**src/rtl/regfile_wb_arbiter.sv**
```systemverilog
// Register-file writeback arbiter (EXU/LSU round-robin) with a per-register busy scoreboard.
// Optional same-cycle bypass of granted writeback data is enabled by REGFILE_WB_BYPASS_EN.
module regfile_wb_arbiter #(
  parameter int unsigned ADDR_WIDTH = 5,
  parameter int unsigned DATA_WIDTH = 64,
  parameter int unsigned REG_CNT    = 32
) (
  input  logic                  i_clk,
  input  logic                  i_rst,
  input  logic                  i_issue_valid,
  input  logic                  i_issue_wen,
  input  logic [ADDR_WIDTH-1:0] i_issue_rd,
  input  logic [ADDR_WIDTH-1:0] i_rs1,
  input  logic [ADDR_WIDTH-1:0] i_rs2,
  output logic                  o_hazard,
  input  logic                  i_exu_valid,
  input  logic [ADDR_WIDTH-1:0] i_exu_rd,
  input  logic [DATA_WIDTH-1:0] i_exu_data,
  output logic                  o_exu_ready,
  input  logic                  i_lsu_valid,
  input  logic [ADDR_WIDTH-1:0] i_lsu_rd,
  input  logic [DATA_WIDTH-1:0] i_lsu_data,
  output logic                  o_lsu_ready,
  output logic                  o_rf_wen,
  output logic [ADDR_WIDTH-1:0] o_rf_rd,
  output logic [DATA_WIDTH-1:0] o_rf_wdata,
  output logic                  o_fwd1_valid,
  output logic [DATA_WIDTH-1:0] o_fwd1_data,
  output logic                  o_fwd2_valid,
  output logic [DATA_WIDTH-1:0] o_fwd2_data
);

  typedef enum logic {GntExu, GntLsu} src_e;

  src_e                  r_last_grant;
  logic [REG_CNT-1:0]    r_busy;
  logic                  r_rf_wen;
  logic [ADDR_WIDTH-1:0] r_rf_rd;
  logic [DATA_WIDTH-1:0] r_rf_wdata;

  logic                  w_conflict;
  logic                  w_gnt_exu;
  logic                  w_gnt_lsu;
  logic                  w_grant;
  logic [ADDR_WIDTH-1:0] w_gnt_rd;
  logic [DATA_WIDTH-1:0] w_gnt_data;
  logic                  w_gnt_wr;
  logic                  w_issue_set;
  logic [REG_CNT-1:0]    w_busy_d;
  logic                  w_fwd1_hit;
  logic                  w_fwd2_hit;

  // LSU wins a conflict unless it won the previous one.
  assign w_conflict = i_exu_valid & i_lsu_valid;
  assign w_gnt_lsu  = i_lsu_valid & (~i_exu_valid | (r_last_grant == GntExu));
  assign w_gnt_exu  = i_exu_valid & ~w_gnt_lsu;
  assign w_grant    = w_gnt_exu | w_gnt_lsu;
  assign w_gnt_rd   = w_gnt_lsu ? i_lsu_rd : i_exu_rd;
  assign w_gnt_data = w_gnt_lsu ? i_lsu_data : i_exu_data;
  assign w_gnt_wr   = w_grant & (w_gnt_rd != '0);

  assign o_exu_ready = w_gnt_exu;
  assign o_lsu_ready = w_gnt_lsu;

  assign w_issue_set = i_issue_valid & i_issue_wen & (i_issue_rd != '0);

  always_comb begin
    w_busy_d = r_busy;
    if (w_gnt_wr) w_busy_d[w_gnt_rd] = 1'b0;
    if (w_issue_set) w_busy_d[i_issue_rd] = 1'b1;
    w_busy_d[0] = 1'b0;
  end

`ifdef REGFILE_WB_BYPASS_EN
  assign w_fwd1_hit   = w_gnt_wr & (w_gnt_rd == i_rs1);
  assign w_fwd2_hit   = w_gnt_wr & (w_gnt_rd == i_rs2);
  assign o_fwd1_data  = w_fwd1_hit ? w_gnt_data : '0;
  assign o_fwd2_data  = w_fwd2_hit ? w_gnt_data : '0;
`else
  assign w_fwd1_hit   = 1'b0;
  assign w_fwd2_hit   = 1'b0;
  assign o_fwd1_data  = '0;
  assign o_fwd2_data  = '0;
`endif
  assign o_fwd1_valid = w_fwd1_hit;
  assign o_fwd2_valid = w_fwd2_hit;

  assign o_hazard = (r_busy[i_rs1] & ~w_fwd1_hit) | (r_busy[i_rs2] & ~w_fwd2_hit) |
                    (i_issue_wen & r_busy[i_issue_rd]);

  always_ff @(posedge i_clk) begin
    if (i_rst) begin
      r_busy       <= '0;
      r_last_grant <= GntExu;
      r_rf_wen     <= 1'b0;
      r_rf_rd      <= '0;
      r_rf_wdata   <= '0;
    end else begin
      r_busy   <= w_busy_d;
      r_rf_wen <= w_gnt_wr;
      if (w_grant) begin
        r_rf_rd    <= w_gnt_rd;
        r_rf_wdata <= w_gnt_data;
      end
      if (w_conflict) r_last_grant <= w_gnt_lsu ? GntLsu : GntExu;
    end
  end

  assign o_rf_wen   = r_rf_wen;
  assign o_rf_rd    = r_rf_rd;
  assign o_rf_wdata = r_rf_wdata;

`ifndef SYNTHESIS
  always_ff @(posedge i_clk) begin
    if (!i_rst) begin
      assert (!(i_issue_valid && o_hazard))
        else $error("issue while hazard asserted");
      assert (!(w_gnt_wr && !r_busy[w_gnt_rd]))
        else $error("writeback to non-busy register %0d", w_gnt_rd);
    end
  end
`endif

endmodule

```
**config.mk**
```make
export PLATFORM = sky130hd
export DESIGN_NAME = regfile_wb_arbiter
export DESIGN_NICKNAME = d
export VERILOG_FILES = /design/src/rtl/regfile_wb_arbiter.sv
export SDC_FILE = /design/constraint.sdc
export NUM_CORES = 1
export LEC_CHECK = 0
export ABC_AREA = 1
export CAP_MARGIN = 20
export CORE_AREA = 10 10 152 154
export CTS_CLUSTER_SIZE = 10
export DETAILED_ROUTE_END_ITERATION = 16
export DIE_AREA = 0 0 162 164
export PLACE_DENSITY = 0.69
export REMOVE_ABC_BUFFERS = 1
export SLEW_MARGIN = 40
export SYNTH_ARGS = -nofsm -noshare
export SYNTH_HDL_FRONTEND = slang
export SYNTH_SLANG_ARGS = --single-unit
```
**constraint.sdc**
```tcl
create_clock -name i_clk -period 3.35 [get_ports i_clk]
set_input_delay 0.67 -clock i_clk [delete_from_list [all_inputs] [get_ports i_clk]]
set_output_delay 0.67 -clock i_clk [all_outputs]
set_load 0.01 [all_outputs]
```
==> flow_summary.ini, run 1 <==
[worst_setup_path]
slowest_stage = clkdlybuf4s50_1
timing.rr.end = r_busy[13]$_SDFF_PP0_
critPathTopFamily = buffers and inverters
path_max_fanout = 4
cp_cell_sequence = clkdlybuf4s50_1 > buf_4 > nor3_1 > nand2_1 > nand2_1 > nor2_1 > nand2_1 > nand2_1 > nand3_1 > clkdlybuf4s50_1
critPathKind = input pin to output port
r2r_cells = 9
arrival_ps = 2590
startpoint_type = input pin
endpoint_kind = output port
worstReg2RegStart = r_last_grant$_SDFFE_PP0P_
max_stage_delay_ps = 560
cp-startpoint = i_issue_rd[4]
crit_buf_inv = 3
cp.required_ps = 2680
cp_common_cell = nand2_1
rrSetupSlack_ps = 1230

[clocking]
cts_buffers = 9
cts_root_buffer = clkbuf_16
clk_latency_ps = 350
clock_path_buffers = 2
numClockSinks = 102
htreeDepth = 3
cts_tree = done
path_clk_slew_ps = 80

[cells_and_area]
seq_area_sq_um = 2042
fill_cells = 2078
layout.cells.non_filler = 1501
layout-drive-gt1-share_pct = 6.174
antenna_cells = 0
multi_input_area_sq_um = 3510
final_common_cell = nand2_1
layout_common_cells = nand2_1 (371), clkdlybuf4s50_1 (225), conb_1 (130)
fin_nets = 1385
post-route-util_pct = 45.16
syn_to_final_growth_pct = 39.20

[placement]
dpl.cell_count = 1481
gp_congestion = 0.9584
dp_hpwl_um = 20560
io_buffers = 231
dp_slack_ps = 35.37

[timing]
finClkSkew_ps = 8.421
rsz0062_at_grt = false
worst_pin_slew_ps = 748.6
period_share_pct = 97.20
finalHoldViolCount = 0
relSlewSlack_pct = 50.09
finalMaxSlewViolations = 0
setup_viol = 0
fin_crit_ps = 3256
tns_ps = 0
finalWorstSetupSlack_ps = 93.89
hold_slack_ps = 462.7
clock.fmax_mhz = 307.1

[synthesis]
synth_cells = 1002
synth_cell_types = 29
avgSynthCellArea_sq_um = 6.488
ys_warn_count = 0
netlist_area_sq_um = 6501
ys_ff_latch = 102
synth_seq_area_share_pct = 31.41

[drt]
via_per_inst = 4.567
route.detailed.drc = 0
final_antenna_net_count = 0
drt_wl_total_um = 25610
dr.pass1.iters = 5
wire_per_inst_um = 17.06
drt_iter0_drc = 468
vias = 6855

[hold_path]
hold_class = register to register
min_to = r_busy[6]$_SDFF_PP0_
hold_path_depth = 2
hold_start = r_busy[6]$_SDFF_PP0_

[power]
leakage_uw = 0.003733
irDropWorstVdd_mv = 0.2736
p_per_area_nw_per_um2 = 367.1

[global_route]
grt_max_degree = 68
antenna_found_initial = 1
grt_util_all_layers_pct = 18.27
gr-total-overflow = 0
grt_pass1_wl_um = 38640
grt_pass1_vias = 6744

[floorplan]
initial_utilization_pct = 32.44
core_sq_um = 20040
floorplan.die_area_sq_um = 26570
io_pins = 362
chipHeight_um = 164
dieWidth_um = 162
rows = 52

[job]
maxCapViolCount = 0

[outcome]
status = finished clean
[synth_stat cells, drive strengths merged]
library cell	instances	area, sq um
nand2	381	1504
buf	152	1112
dfxtp	102	2042
nand3	78	395.4
a31oi	64	400.4
inv	61	229.0
a21oi	42	244.0
nor2	42	183.9
o21ai	31	155.2
clkbuf	25	93.84
nor3	7	35.03
nand4	6	37.54
o211ai	4	30.03
clkinv	3	11.26
nand3b	2	15.01
conb	1	3.750
xor2	1	8.760
[tightest hold or removal path, delay by kind of cell, from the launching register on]
kind            cells  cell delay, ps
flops               1             310
simple gates        1              60
compound gates      1              50
[registers in the layout (all words and copies together) (netlist names)]
register	count
o_rf_wdata	64
r_busy	31
o_rf_rd	5
o_rf_wen	1
r_last_grant	1
[through the flow]
step,area (sq um),total power (uW)
floorplan,5779,1668
global placement,8647,2142
detailed placement,8647,2145
CTS,8989,3333
global route,9050,3472
finish,9050,3323
[cell type report]
| cell class | instances | share of cell area (%) |
|---|---|---|
| clock buffers | 10 | 2.641 |
| repair buffers | 258 | 28.12 |
| multi-input cells | 788 | 38.78 |
| repair inverters | 3 | 0.2489 |
| well taps | 270 | 3.733 |
| flip-flops and latches | 102 | 22.56 |
| clock inverters | 6 | 1.134 |
| inverters | 64 | 2.779 |
[layer usage]
| layer | GRT usage [%] | up-vias | share of wire, % |
|---|---|---|---|
| li1 | - | 3415 | - |
| met1 | 19.86 | 3085 | 37 |
| met2 | 31.21 | 316 | 50 |
| met3 | 8.661 | 37 | 11 |
| met4 | 5.128 | 2 | 1.9 |
| met5 | 0 | - | 0.031 |
[report_power, final]
part           leakage [uW]  internal [uW]  switching [uW]
Sequential         0.000838           1280            37.5
Combinational       0.00273            378             438
Clock              0.000166            689             503
[kinds of logic (layout without fill, tap and decap cells)]
kind of cell / Yosys count / count (layout) / share of synthesized area (%)
and+or+nand+nor: 516 / 516 / 33.39
buffers and inverters: 241 / 341 / 22.25
AOI/OAI and AO/OA: 141 / 141 / 12.76
DFF: 102 / 102 / 31.41
other: 1 / 130 / 0.05768
xor gates and xnor gates: 1 / 1 / 0.1347
[worst max path at each step]
stage	slack, ps	cells past startpoint	endpoint
after floorplan	-640	4	o_exu_ready
after global placement	20	12	o_hazard
after detailed placement	40	12	o_hazard
after CTS	30	12	o_hazard
after global routing	6	10	o_hazard
final	90	10	o_hazard
[timing repair]
action | CTS | global route
gates resized for setup | 0 | 13
endpoints found under the setup margin | 0 | 1
setup buffers | 0 | 1
hold buffers | 0 | 0
No activity file was read; power rests on OpenSTA's default activity.
==> run 2: changes to the inputs <==
--- a/config.mk
+++ b/config.mk
@@ -7,11 +7,11 @@
 export LEC_CHECK = 0
 export ABC_AREA = 1
 export CAP_MARGIN = 20
-export CORE_AREA = 10 10 152 154
+export CORE_AREA = 10 10 148 150
 export CTS_CLUSTER_SIZE = 10
 export DETAILED_ROUTE_END_ITERATION = 16
-export DIE_AREA = 0 0 162 164
-export PLACE_DENSITY = 0.69
+export DIE_AREA = 0 0 158 160
+export PLACE_DENSITY = 0.73
 export REMOVE_ABC_BUFFERS = 1
 export SLEW_MARGIN = 40
 export SYNTH_ARGS = -nofsm -noshare
==> flow_summary.ini, run 2 (synthesis results as in run 1) <==
[outcome]
status = finished clean

[cells_and_area]
syn_to_final_growth_pct = 38.55
layout-drive-gt1-share_pct = 6.433
post-route-util_pct = 47.21
fill_cells = 1951
largest_register_ffs = 64
fin_nets = 1382
layout_common_cells = nand2_1 (370), clkdlybuf4s50_1 (224), conb_1 (130)
final_common_cell = nand2_1

[power]
netSwitchingPower_uw = 959.8
switching_share_pct = 29.74
power_frac_comb_pct = 25.2
p_seq_share_pct = 40.7
p_int_uw = 2267
leakage_uw = 0.003726
finalPower_uw = 3227
pwr-share-clk_pct = 34.1
irDropWorstVdd_mv = 0.2688
p_per_area_nw_per_um2 = 358.3

[placement]
io_buffers = 231
dp_hpwl_um = 20130
gp_congestion = 0.9280
dp_slack_ps = 18.36

[global_route]
grt_pass1_vias = 6550
grt_pass1_wl_um = 37290
grt_util_all_layers_pct = 18.61
gr-total-overflow = 0
antenna_found_initial = 0
grt_max_degree = 68

[drt]
final_antenna_net_count = 0
vias = 6801
route.detailed.drc = 0
drt_iter0_drc = 332
dr.pass1.iters = 5
wire_per_inst_um = 17.21
via_per_inst = 4.636
drt_wl_total_um = 25250

[floorplan]
rows = 51
dieWidth_um = 158
core_sq_um = 19080
floorplan.die_area_sq_um = 25280
chipHeight_um = 160
io_pins = 362
initial_utilization_pct = 34.07

[clocking]
cts_root_buffer = clkbuf_16
cts_tree = done
path_clk_slew_ps = 60
cts_buffers = 9
htreeDepth = 3
numClockSinks = 102
clk_latency_ps = 350
postCtsHoldBufs = 0
clock_path_buffers = 2

[worst_setup_path]
path_max_fanout = 5
slowest_stage = clkdlybuf4s50_1
cp_common_cell = nand2_1
endpoint_kind = output port
startpoint_type = input pin
max_stage_delay_ps = 590
cp.required_ps = 2680
cp_cell_sequence = clkdlybuf4s50_1 > inv_1 > nor3_4 > nand2_1 > nand2_1 > nor2_1 > nand2_1 > nand2_1 > nand3_1 > clkdlybuf4s50_1
arrival_ps = 2590
critPathKind = input pin to output port

[hold_path]
hold_class = register to register

[timing]
period_share_pct = 97.42
setup_viol = 0
fin_crit_ps = 3264
finClkSkew_ps = 9.822
hold_slack_ps = 469.5
relSlewSlack_pct = 54.05
finalMaxSlewViolations = 0
finalHoldViolCount = 0
worst_pin_slew_ps = 689.2
finalWorstSetupSlack_ps = 86.32
clock.fmax_mhz = 306.4

[job]
maxCapViolCount = 0
[run 2: changes by cell type in the layout (fill, tap and decap cells not counted), sizes merged]
cell,previous run,this run
bufinv,2,1
clkinv,3,2
clkdlybuf4s50,225,224
buf,28,25
inv,62,63
dlymetal6s2s,5,6
diode,0,1
clkbuf,10,11
[run 2: worst max-delay path: cells and delay by family]
kind                   cells  cell delay [ps]
buffers and inverters      3             1320
AND/OR/NAND/NOR            7              600
[run 2: final cells by class]
| class | count | area [sq um] | share of cell area, % |
|---|---|---|---|
| Clock buffer | 11 | 242.7 | 2.695 |
| Clock inverter | 5 | 63.81 | 0.7084 |
| Antenna cell | 1 | 2.502 | 0.02778 |
| Timing Repair Buffer | 255 | 2541 | 28.21 |
| Inverter | 64 | 251.5 | 2.792 |
| Tap cell | 238 | 297.8 | 3.306 |
| Multi-Input combinational cell | 788 | 3546 | 39.37 |
| Sequential cell | 102 | 2042 | 22.67 |
| Timing Repair inverter | 3 | 20.02 | 0.2223 |
[run 2: worst paths after layout]
path	depth (start not counted)	start	slack (ps)	end
setup / recovery	10	i_issue_rd[3]	90	o_hazard
hold reg to reg	2	o_rf_rd[2]$_SDFFE_PP0P_	470	o_rf_rd[2]$_SDFFE_PP0P_
hold / removal	2	o_rf_rd[2]$_SDFFE_PP0P_	470	o_rf_rd[2]$_SDFFE_PP0P_
setup reg to reg	7	r_last_grant$_SDFFE_PP0P_	1450	o_rf_wdata[11]$_SDFFE_PP0P_
[run 2: stage by stage]
stage	setup TNS, ps	area (sq um)	std cells
2_1_floorplan	-26150	5779	954
3_3_place_gp	0	8597	1446
3_5_place_dp	0	8597	1446
4_1_cts	0	8904	1462
5_1_grt	-37.53	9005	1466
6_report	0	9007	1467
[run 2: power groups by stage]
stage               registers (uW)  logic [uW]  clock network (uW)
floorplan                     1370         301                   0
global placement              1340         795                   0
detailed placement            1340         798                   0
CTS                           1310         800                1120
global route                  1320         883                1160
finish                        1310         813                1100
[run 2: timing repair]
action,4_1_cts,5_1_grt
setup buffers,0,1
endpoints found under the setup margin,0,1
resized for setup,0,22
[run 2: per-layer routing]
layer  wire length [um]  global-route usage [%]
met1               8776                   19.16
met2              12620                   32.92
met3               3300                   8.622
met4                552                   5.223
met5                  0                       0
==> run 3: changes to the inputs <==
--- a/config.mk
+++ b/config.mk
@@ -7,11 +7,12 @@
 export LEC_CHECK = 0
 export ABC_AREA = 1
 export CAP_MARGIN = 20
-export CORE_AREA = 10 10 148 150
+export CORE_AREA = 2 2 140 142
 export CTS_CLUSTER_SIZE = 10
 export DETAILED_ROUTE_END_ITERATION = 16
-export DIE_AREA = 0 0 158 160
+export DIE_AREA = 0 0 142 144
 export PLACE_DENSITY = 0.73
+export RECOVER_POWER = 25
 export REMOVE_ABC_BUFFERS = 1
 export SLEW_MARGIN = 40
 export SYNTH_ARGS = -nofsm -noshare
==> flow_summary.ini, run 3 (synthesis results as in run 1) <==
[worst_setup_path]
endpoint_kind = output port
crit_buf_inv = 3
cp.required_ps = 2680
cp-startpoint = i_exu_valid
critPathTopFamily = buffers and inverters
worstReg2RegStart = r_last_grant$_SDFFE_PP0P_
critPathKind = input pin to output port
rrSetupSlack_ps = 1150
slowest_stage = clkdlybuf4s50_1
cp_cell_sequence = clkdlybuf4s50_1 > nand2_4 > nand2_4 > inv_2 > nor2_4 > clkdlybuf4s50_1
arrival_ps = 2350
startpoint_type = input pin
r2r_cells = 11
path_max_fanout = 11
timing.rr.end = r_busy[11]$_SDFF_PP0_
max_stage_delay_ps = 630

[floorplan]
initial_utilization_pct = 34.07
chipHeight_um = 144
core_sq_um = 19080
dieWidth_um = 142
rows = 51
floorplan.die_area_sq_um = 20450
io_pins = 362

[clocking]
postCtsHoldBufs = 0
htreeDepth = 3
cts_tree = done
clk_latency_ps = 350
path_clk_slew_ps = 70
cts_root_buffer = clkbuf_16
clock_path_buffers = 2
numClockSinks = 102
cts_buffers = 9

[global_route]
grt_max_degree = 68
grt_util_all_layers_pct = 20.30
antenna_found_initial = 0
gr-total-overflow = 0
grt_pass1_vias = 6113
grt_pass1_wl_um = 32540

[cells_and_area]
final_common_cell = nand2_1
post-route-cell-area_sq_um = 8909
syn_to_final_growth_pct = 37.03
layout_common_cells = nand2_1 (370), clkdlybuf4s50_1 (186), conb_1 (130)
post-route-util_pct = 46.69
layout.cells.non_filler = 1462
layout-drive-gt1-share_pct = 5.556
largest_register_ffs = 64
antenna_cells = 0
fin_nets = 1379

[placement]
dp_hpwl_um = 16760
place_area_sq_um = 8617
dp_slack_ps = 68.38
io_buffers = 231
dpl.cell_count = 1447
gp_congestion = 0.9312

[hold_path]
hold_class = register to register
hold_start = o_rf_rd[2]$_SDFFE_PP0P_
hold_path_depth = 2
min_to = o_rf_rd[2]$_SDFFE_PP0P_

[job]
maxCapViolCount = 0

[timing]
finalWorstSetupSlack_ps = 333.1
setup_viol = 0
finalMaxSlewViolations = 0
fin_crit_ps = 3017
rsz0062_at_grt = false
clock.fmax_mhz = 331.5
finalHoldViolCount = 0
period_share_pct = 90.06
finClkSkew_ps = 7.577
worst_pin_slew_ps = 751.0
relSlewSlack_pct = 49.93

[drt]
route.detailed.drc = 0
final_antenna_net_count = 0
dr.pass1.iters = 7
wire_per_inst_um = 14.68
via_per_inst = 4.646
vias = 6793
drt_iter0_drc = 331
drt_wl_total_um = 21470

[outcome]
status = finished clean

[power]
leakage_uw = 0.003759
p_per_area_nw_per_um2 = 348.7
irDropWorstVdd_mv = 0.2004
[run 3: cell count changes in the layout (fill, tap and decap cells not counted), moves of 3 or more]
cell	previous run	this run
nor3_2	4	0
nor3_1	2	7
dlygate4sd3_1	0	43
clkinvlp_4	5	2
clkdlybuf4s50_1	224	186
dlymetal6s2s_1	6	1
[run 3: tightest hold or removal path: stages (launching register included)]
cell     delay, ps
dfxtp_1        310
nand2_1         60
a21oi_1         50
[run 3: worst max path at each step]
| stage | end | slack (ps) | cells past startpoint |
|---|---|---|---|
| floorplan | o_exu_ready | -640 | 4 |
| global placement | o_hazard | 70 | 13 |
| detailed placement | o_hazard | 70 | 13 |
| CTS | o_hazard | 50 | 13 |
| global route | o_hazard | 220 | 13 |
| finish | o_exu_ready | 330 | 6 |
[run 3: metrics by stage]
step	power, uW	hold slack, ps	setup TNS, ps
final	3106	468.2	0
after floorplan	1668	433.1	-26150
after global routing	3260	500.4	0
after detailed placement	2135	457.3	0
after CTS	3146	467.6	0
after global placement	2131	452.3	0
[run 3: layer usage]
layer / GRT usage [%] / wire length (um) / up-vias
met5: 0 / 0 / -
met4: 9.053 / 881 / 0
met3: 5.497 / 1790 / 51
met2: 33.74 / 10430 / 306
met1: 24.64 / 8367 / 3037
li1: - / - / 3399
[run 3: area by class of cell]
| class | instances | area (sq um) |
|---|---|---|
| sequential | 102 | 2042 |
| multi-input combinational | 788 | 3512 |
| tap | 238 | 297.8 |
| inverter | 64 | 244.0 |
| timing repair buffer | 255 | 2530 |
| fill | 1939 | 10170 |
| clock inverter | 6 | 57.56 |
| clock buffer | 9 | 225.2 |
[run 3: report_power, final]
group / total, uW / leakage (uW) / internal [uW] / switching [uW]
sequential: 1310 / 0.000838 / 1280 / 34.4
combinational: 784 / 0.00278 / 364 / 420
clock: 1010 / 0.000137 / 515 / 495
[run 3: timing repair]
action,4_1_cts,5_1_grt
setup endpoints to repair,0,1
setup buffers,0,0
resized for setup,0,3
